### config.mk
export PLATFORM = sky130hd
export DESIGN_NAME = vga_sprite_overlay_flat
export DESIGN_NICKNAME = d
export VERILOG_FILES = /design/src/rtl/vga_sprite_overlay_if.sv /design/src/rtl/vga_sprite_overlay.sv /design/src/flat_wrapper.sv
export SDC_FILE = /design/constraint.sdc
export NUM_CORES = 1
export LEC_CHECK = 0
export ABC_AREA = 0
export CAP_MARGIN = 20
export CORE_ASPECT_RATIO = 0.6
export CORE_UTILIZATION = 55
export DETAILED_ROUTE_END_ITERATION = 16
export HOLD_SLACK_MARGIN = 0.06
export PLACE_DENSITY = 0.85
export RECOVER_POWER = 50
export SYNTH_ARGS = -nofsm -noshare
export SYNTH_HDL_FRONTEND = slang
export SYNTH_HIERARCHICAL = 1
export SYNTH_SLANG_ARGS = --single-unit
### constraint.sdc
create_clock -name iVGA_CLK -period 10.2 [get_ports iVGA_CLK]
set_clock_uncertainty 0.1 [all_clocks]
set_input_delay 2.04 -clock iVGA_CLK [delete_from_list [all_inputs] [get_ports iVGA_CLK]]
set_output_delay 2.04 -clock iVGA_CLK [all_outputs]
set_load 0.02 [all_outputs]
### src/rtl/vga_sprite_overlay_if.sv
// Video/button bundle between the colour-table stage and the sprite overlay.
// Inputs keep their i* names, composited outputs their o* names.
interface vga_sprite_overlay_if #(parameter int SEL_W = 2);
  logic             iHS, iVS, iBLANK_n;
  logic [23:0]      iBGR;
  logic [SEL_W-1:0] iSel;
  logic             iUp_n, iDown_n, iLeft_n, iRight_n;
  logic             oHS, oVS, oBLANK_n;
  logic [23:0]      oBGR;
  logic             oCollide;

  modport master (output iHS, iVS, iBLANK_n, iBGR, iSel, iUp_n, iDown_n, iLeft_n, iRight_n,
                  input  oHS, oVS, oBLANK_n, oBGR, oCollide);
  modport slave  (input  iHS, iVS, iBLANK_n, iBGR, iSel, iUp_n, iDown_n, iLeft_n, iRight_n,
                  output oHS, oVS, oBLANK_n, oBGR, oCollide);
endinterface

### src/rtl/vga_sprite_overlay.sv
// Multi-sprite overlay: scan tracking, button-driven sprite moves committed at
// vsync, priority compositing and per-frame collision reporting.
module vga_sprite_lane #(
  parameter int IDX      = 0,
  parameter int H_ACT    = 640,
  parameter int V_ACT    = 480,
  parameter int SPR_SIZE = 50,
  parameter int STEP     = 5
) (
  input  logic       clk,
  input  logic       rst_n,
  input  logic       commit_i,
  input  logic [3:0] mv_i,      // {up, down, left, right}
  input  logic [9:0] sx_i,
  input  logic [9:0] sy_i,
  input  logic       blank_n_i,
  output logic       hit_o
);
  localparam logic [9:0]  X_RST = 10'(IDX * (SPR_SIZE + STEP));
  localparam logic [9:0]  Y_RST = 10'((V_ACT - SPR_SIZE) / 2);
  localparam logic [10:0] X_MAX = 11'(H_ACT - SPR_SIZE);
  localparam logic [10:0] Y_MAX = 11'(V_ACT - SPR_SIZE);
  localparam logic [10:0] STP   = 11'(STEP);
  localparam logic [10:0] SZ    = 11'(SPR_SIZE);

  logic [9:0]  x_q, x_d, y_q, y_d;
  logic [10:0] xp, xm, yp, ym;

  always_comb begin
    x_d = x_q;
    y_d = y_q;
    xp  = {1'b0, x_q} + STP;
    xm  = {1'b0, x_q} - STP;
    yp  = {1'b0, y_q} + STP;
    ym  = {1'b0, y_q} - STP;
    // bit 10 of the difference flags an underflow past zero
    if (commit_i) begin
      if (mv_i[1] && !mv_i[0]) x_d = xm[10] ? 10'd0 : xm[9:0];
      if (mv_i[0] && !mv_i[1]) x_d = (xp > X_MAX) ? X_MAX[9:0] : xp[9:0];
      if (mv_i[3] && !mv_i[2]) y_d = ym[10] ? 10'd0 : ym[9:0];
      if (mv_i[2] && !mv_i[3]) y_d = (yp > Y_MAX) ? Y_MAX[9:0] : yp[9:0];
    end
  end

  always_ff @(posedge clk or negedge rst_n) begin
    if (!rst_n) begin
      x_q <= X_RST;
      y_q <= Y_RST;
    end else begin
      x_q <= x_d;
      y_q <= y_d;
    end
  end

  assign hit_o = blank_n_i
               && ({1'b0, sx_i} >= {1'b0, x_q}) && ({1'b0, sx_i} < {1'b0, x_q} + SZ)
               && ({1'b0, sy_i} >= {1'b0, y_q}) && ({1'b0, sy_i} < {1'b0, y_q} + SZ);
endmodule

module vga_sprite_overlay #(
  parameter int                  H_ACT      = 640,
  parameter int                  V_ACT      = 480,
  parameter int                  SPR_NUM    = 4,
  parameter int                  SPR_SIZE   = 50,
  parameter int                  STEP       = 5,
  parameter logic [24*SPR_NUM-1:0] SPR_COLORS = {SPR_NUM{24'h0000ff}}
) (
  input logic                  iVGA_CLK,
  input logic                  iRST_n,
  vga_sprite_overlay_if.slave  vid
);
  logic             hs_q, vs_q, blank_q, col_q, col_d, flag_q, flag_d;
  logic [23:0]      bgr_q, bgr_d, spr_pix;
  logic [9:0]       sx_q, sx_d, sy_q, sy_d;
  logic [3:0]       b1_q, b2_q, b3_q, press, pend_q, pend_d;
  logic [SPR_NUM-1:0] hit;
  logic             commit, sel_ok, any_hit, multi;

  assign commit = vs_q && !vid.iVS;
  assign sel_ok = int'(vid.iSel) < SPR_NUM;
  assign press  = b3_q & ~b2_q;

  genvar g;
  generate
    for (g = 0; g < SPR_NUM; g++) begin : g_spr
      vga_sprite_lane #(.IDX(g), .H_ACT(H_ACT), .V_ACT(V_ACT),
                        .SPR_SIZE(SPR_SIZE), .STEP(STEP)) u_lane (
        .clk      (iVGA_CLK),
        .rst_n    (iRST_n),
        .commit_i (commit && sel_ok && (int'(vid.iSel) == g)),
        .mv_i     (pend_q),
        .sx_i     (sx_q),
        .sy_i     (sy_q),
        .blank_n_i(vid.iBLANK_n),
        .hit_o    (hit[g])
      );
    end
  endgenerate

  always_comb begin
    any_hit = 1'b0;
    multi   = 1'b0;
    spr_pix = 24'h0;
    for (int i = 0; i < SPR_NUM; i++)
      if (hit[i]) begin
        if (any_hit) multi = 1'b1;
        any_hit = 1'b1;
      end
    // walk downward so the lowest-index sprite ends up on top
    for (int i = SPR_NUM - 1; i >= 0; i--)
      if (hit[i]) spr_pix = SPR_COLORS[24*i +: 24];
    bgr_d = !vid.iBLANK_n ? 24'h0 : (any_hit ? spr_pix : vid.iBGR);

    sx_d = sx_q;
    sy_d = sy_q;
    if (!vid.iVS) begin
      sx_d = 10'd0;
      sy_d = 10'd0;
    end else if (vid.iBLANK_n) begin
      sx_d = sx_q + 10'd1;
    end else if (blank_q) begin
      sx_d = 10'd0;
      sy_d = sy_q + 10'd1;
    end

    pend_d = commit ? press : (pend_q | press);
    flag_d = commit ? 1'b0 : (flag_q | multi);
    col_d  = commit ? (flag_q | multi) : col_q;
  end

  always_ff @(posedge iVGA_CLK or negedge iRST_n) begin
    if (!iRST_n) begin
      hs_q    <= 1'b1;
      vs_q    <= 1'b1;
      blank_q <= 1'b0;
      bgr_q   <= 24'h0;
      col_q   <= 1'b0;
      flag_q  <= 1'b0;
      sx_q    <= 10'd0;
      sy_q    <= 10'd0;
      b1_q    <= 4'hf;
      b2_q    <= 4'hf;
      b3_q    <= 4'hf;
      pend_q  <= 4'h0;
    end else begin
      hs_q    <= vid.iHS;
      vs_q    <= vid.iVS;
      blank_q <= vid.iBLANK_n;
      bgr_q   <= bgr_d;
      col_q   <= col_d;
      flag_q  <= flag_d;
      sx_q    <= sx_d;
      sy_q    <= sy_d;
      b1_q    <= {vid.iUp_n, vid.iDown_n, vid.iLeft_n, vid.iRight_n};
      b2_q    <= b1_q;
      b3_q    <= b2_q;
      pend_q  <= pend_d;
    end
  end

  assign vid.oHS      = hs_q;
  assign vid.oVS      = vs_q;
  assign vid.oBLANK_n = blank_q;
  assign vid.oBGR     = bgr_q;
  assign vid.oCollide = col_q;
endmodule

### src/flat_wrapper.sv
// flat-port wrapper written by rule: the top's interface ports become plain ports
module vga_sprite_overlay_flat 
#(
  parameter int                  H_ACT      = 640,
  parameter int                  V_ACT      = 480,
  parameter int                  SPR_NUM    = 4,
  parameter int                  SPR_SIZE   = 50,
  parameter int                  STEP       = 5,
  parameter logic [24*SPR_NUM-1:0] SPR_COLORS = {SPR_NUM{24'h0000ff}}
)
  (iVGA_CLK, iRST_n, vid_iHS, vid_iVS, vid_iBLANK_n, vid_iBGR, vid_iSel, vid_iUp_n, vid_iDown_n, vid_iLeft_n, vid_iRight_n, vid_oHS, vid_oVS, vid_oBLANK_n, vid_oBGR, vid_oCollide);
  vga_sprite_overlay_if #(.SEL_W(2)) vid_i ();
  input logic iVGA_CLK;
  input logic iRST_n;
  input wire logic [$bits(vid_i.iHS)-1:0] vid_iHS;
  input wire logic [$bits(vid_i.iVS)-1:0] vid_iVS;
  input wire logic [$bits(vid_i.iBLANK_n)-1:0] vid_iBLANK_n;
  input wire logic [$bits(vid_i.iBGR)-1:0] vid_iBGR;
  input wire logic [$bits(vid_i.iSel)-1:0] vid_iSel;
  input wire logic [$bits(vid_i.iUp_n)-1:0] vid_iUp_n;
  input wire logic [$bits(vid_i.iDown_n)-1:0] vid_iDown_n;
  input wire logic [$bits(vid_i.iLeft_n)-1:0] vid_iLeft_n;
  input wire logic [$bits(vid_i.iRight_n)-1:0] vid_iRight_n;
  output wire logic [$bits(vid_i.oHS)-1:0] vid_oHS;
  output wire logic [$bits(vid_i.oVS)-1:0] vid_oVS;
  output wire logic [$bits(vid_i.oBLANK_n)-1:0] vid_oBLANK_n;
  output wire logic [$bits(vid_i.oBGR)-1:0] vid_oBGR;
  output wire logic [$bits(vid_i.oCollide)-1:0] vid_oCollide;
  assign vid_i.iHS = vid_iHS;
  assign vid_i.iVS = vid_iVS;
  assign vid_i.iBLANK_n = vid_iBLANK_n;
  assign vid_i.iBGR = vid_iBGR;
  assign vid_i.iSel = vid_iSel;
  assign vid_i.iUp_n = vid_iUp_n;
  assign vid_i.iDown_n = vid_iDown_n;
  assign vid_i.iLeft_n = vid_iLeft_n;
  assign vid_i.iRight_n = vid_iRight_n;
  assign vid_oHS = vid_i.oHS;
  assign vid_oVS = vid_i.oVS;
  assign vid_oBLANK_n = vid_i.oBLANK_n;
  assign vid_oBGR = vid_i.oBGR;
  assign vid_oCollide = vid_i.oCollide;
  vga_sprite_overlay #(.H_ACT(H_ACT), .V_ACT(V_ACT), .SPR_NUM(SPR_NUM), .SPR_SIZE(SPR_SIZE), .STEP(STEP), .SPR_COLORS(SPR_COLORS)) u_core (.iVGA_CLK(iVGA_CLK), .iRST_n(iRST_n), .vid(vid_i));
endmodule
==> run metrics <==
outcome=complete, but fails checks; failing checks=max-capacitance violations, max-slew violations; Leak=roughly 7.3 nW; setup TNS=0 ns; Ant. Diodes=0; share of the synthesized area in the top cell type=0.173; Worst path max stage delay=roughly 2.8 ns; Async SR Flop Fraction=1.00; net count reported at finish=~2.0k; Final WS setup=between 4 and 5 ns; Site Rows=46; Synth area leader=ha_1; slowest CP cell=clkbuf_1; Syn-to-layout area delta=7.53%; CTS Buf Count=17; Synth Area in Simple Gates=0.180; Psw=1.92 mW; Tot GR Track Use=0.293; maxcap violations=1; initial antenna violation count=1; # resized after CTS=0; Fin Hold WS=about 0.26 ns; postcts setup bufs=0; share of total power in combinational logic=0.533; Worst R2R Setup Slack=6.14 ns; Switching Fraction=0.488; Post-route DRC=0; main combinational cell family by area after synthesis=compound AO/OA/AOI/OAI gates; via count=14.2k; Post-Synth Adder-Cell Area=0.173; hold crit path type=flip-flop to flip-flop; register area=roughly 3700 sq um; dpl ws=4.76 ns; min Tclk post-route=approximately 5.7 ns; CP Class=input pin to asynchronous set/reset pin; mux share of post-synthesis cell area=0.0138; Fin. Hold Viols=0; Die Y=about 130 microns; total power=between 3 and 4 mW; fin. max-slew vios=73; number of global-route vias before repair=between 10k and 15k; syn nets=2061; cells after synthesis=between 1.5k and 2k; detailed placement HPWL=30300 microns; via density per instance=~6.5; worst-skew pair later-pin latency=about 0.45 ns; Layout fillers=2192; Int Pwr=slightly above 2 mW; H-tree Lvls=4; RSZ-0062 raised after global routing=no; xor/xnor share of the synthesized area=0.0562; placed insts=~2.1k; Seq pwr share=0.302; Clock power frac=0.165; layout cells sized above 1=0.0828; Port Buffers=62; crit-path max FO=74; synthesized area=about 15000 sq um; CTS tree=yes; Synth Area in Compound Gates=0.267; clock sinks=approximately 150; sum of buffers and inverters on the critical path=2; Period Utilization, post-route=0.558; top cells by area, synth=ha_1, dfrtp_1, dfstp_2; Finished Layout Cells=between 2k and 2.5k; drt wl/cell=around 19 microns; largest net degree at the start of global routing=75; worst rel slew slack=-1.72; Placer Congestion=between 0.9 and 1; first-pass GRT wire length=approximately 67000 microns; starting density of the core=0.569; Power Dens Cells=240 nW/um^2; grt ovf=0; CTS Buffer Depth=2; CTS root buf=clkbuf_16; footprint of the multi-input gates=about 10000 sq um; Core Area=26800 sq um; register bit count reported by yosys=145; drt first pass iters=6; Synthesis Warnings=6; Setup crit end kind=asynchronous set/reset pin; CP Launch Type=input pin; Top delay family on crit path=buffers and inverters; Top FF cell, synth=dfrtp_1; worst-margin pin slew=around 4 ns; WL final=41100 microns; clk slew on worst S/H paths=approximately 0.06 ns; CP Data Required Time=roughly 11 ns; EDFF count, synth=0; die footprint=28400 sq um; register area share after synthesis=0.243; I/O pin count=63; Synth cell types=between 80 and 90; Starting DRT DRC Count=~1.7k; Syn Area/Cell=around 8.4 sq um; Die X=roughly 220 microns; most frequent cells in the layout=ha_1, o21ai_0, inv_1; crit path cell chain=clkbuf_1 > buf_4; Final ANT Viol Nets=0; critical path arrival=6.04 ns; most common cell after layout, fill and taps aside=ha_1; hold buffer count at cts=0; achievable frequency=around 180 MHz; Max rail drop VDD=approximately 150 uV; Setup Viol. Count Final=0
-- flip-flops by register name, summed over array words and instances, names as in the netlist --
name                     cells
u_core/b2_q                  4
u_core/b3_q                  4
u_core/g_spr.u_lane/y_q     40
u_core/vid.oBGR             24
u_core/vid.oVS               1
u_core/vid.oHS               1
u_core/sx_q                 10
u_core/vid.oCollide          1
u_core/pend_q                4
u_core/vid.oBLANK_n          1
u_core/sy_q                 10
u_core/flag_q                1
u_core/b1_q                  4
u_core/g_spr.u_lane/x_q     40
-- cell usage after synthesis, types with 19 or more instances --
library cell  instances
a21o_1               42
a21oi_1             111
a31oi_1              28
and2_1               30
buf_2                40
clkbuf_1             43
dfrtp_1              93
dfstp_2              52
ha_1                210
inv_1               120
mux2i_1              21
nand2_1             117
nand2b_1             40
nand3_1              67
nand4_1              19
nor2_1              108
nor2b_1              23
nor3_1               42
o21ai_0             132
o21ai_1              28
xnor2_1              79
-- final timing paths --
kind / start / end / depth (start not counted)
max: iRST_n / u_core/g_spr[2].u_lane/y_q[8]$_DFFE_PN0P_ / 2
min: u_core/b1_q[3]$_DFF_PN1_ / u_core/b2_q[3]$_DFF_PN1_ / 0
max reg2reg: u_core/g_spr[0].u_lane/y_q[5]$_DFFE_PN0P_ / u_core/vid.oCollide$_DFFE_PN0P_ / 12
min reg2reg: u_core/b1_q[3]$_DFF_PN1_ / u_core/b2_q[3]$_DFF_PN1_ / 0
max in group iVGA_CLK: vid_iVS / u_core/g_spr[1].u_lane/y_q[8]$_DFFE_PN0P_ / 9
min in group asynchronous: iRST_n / u_core/g_spr[0].u_lane/x_q[3]$_DFFE_PN0P_ / 1
-- routing by layer --
layer | global-route usage | wire [microns] | vias up
met4 | 0.0791 | 592 | 0
met2 | 0.423 | 16800 | 764
met3 | 0.0653 | 4280 | 69
met5 | 0 | 0 | -
met1 | 0.435 | 19400 | 6713
li1 | - | - | 6653
-- metrics by stage --
step / area [sq um] / utilization
6_report: 16400 / 0.611
5_1_grt: 16400 / 0.611
4_1_cts: 16400 / 0.611
3_5_place_dp: 15800 / 0.589
3_3_place_gp: 15800 / 0.589
2_1_floorplan: 15200 / -
-- layout make-up --
class | instances | share of cell area
clock buffer | 18 | 0.0268
clock inverter | 14 | 0.00963
inverter | 132 | 0.0303
multi-input combinational | 1437 | 0.641
sequential | 145 | 0.226
tap | 360 | 0.0275
timing repair buffer | 65 | 0.0389
-- power groups by stage --
stage	sequential (mW)	combinational [mW]	clock (mW)
4_1_cts	1.17	2.05	0.660
6_report	1.19	2.10	0.650
3_3_place_gp	1.16	1.93	0
2_1_floorplan	0.884	1.85	0
5_1_grt	1.22	2.33	0.682
3_5_place_dp	1.17	2.03	0
-- kinds of logic after synthesis --
kind of cell,Yosys count
buffers and inverters,234
DFF,145
adders and majority gates,210
xor gates and xnor gates,95
and+or+nand+nor,530
muxes,21
AOI/OAI and AO/OA,581
Power figures use the tool's default switching activity.
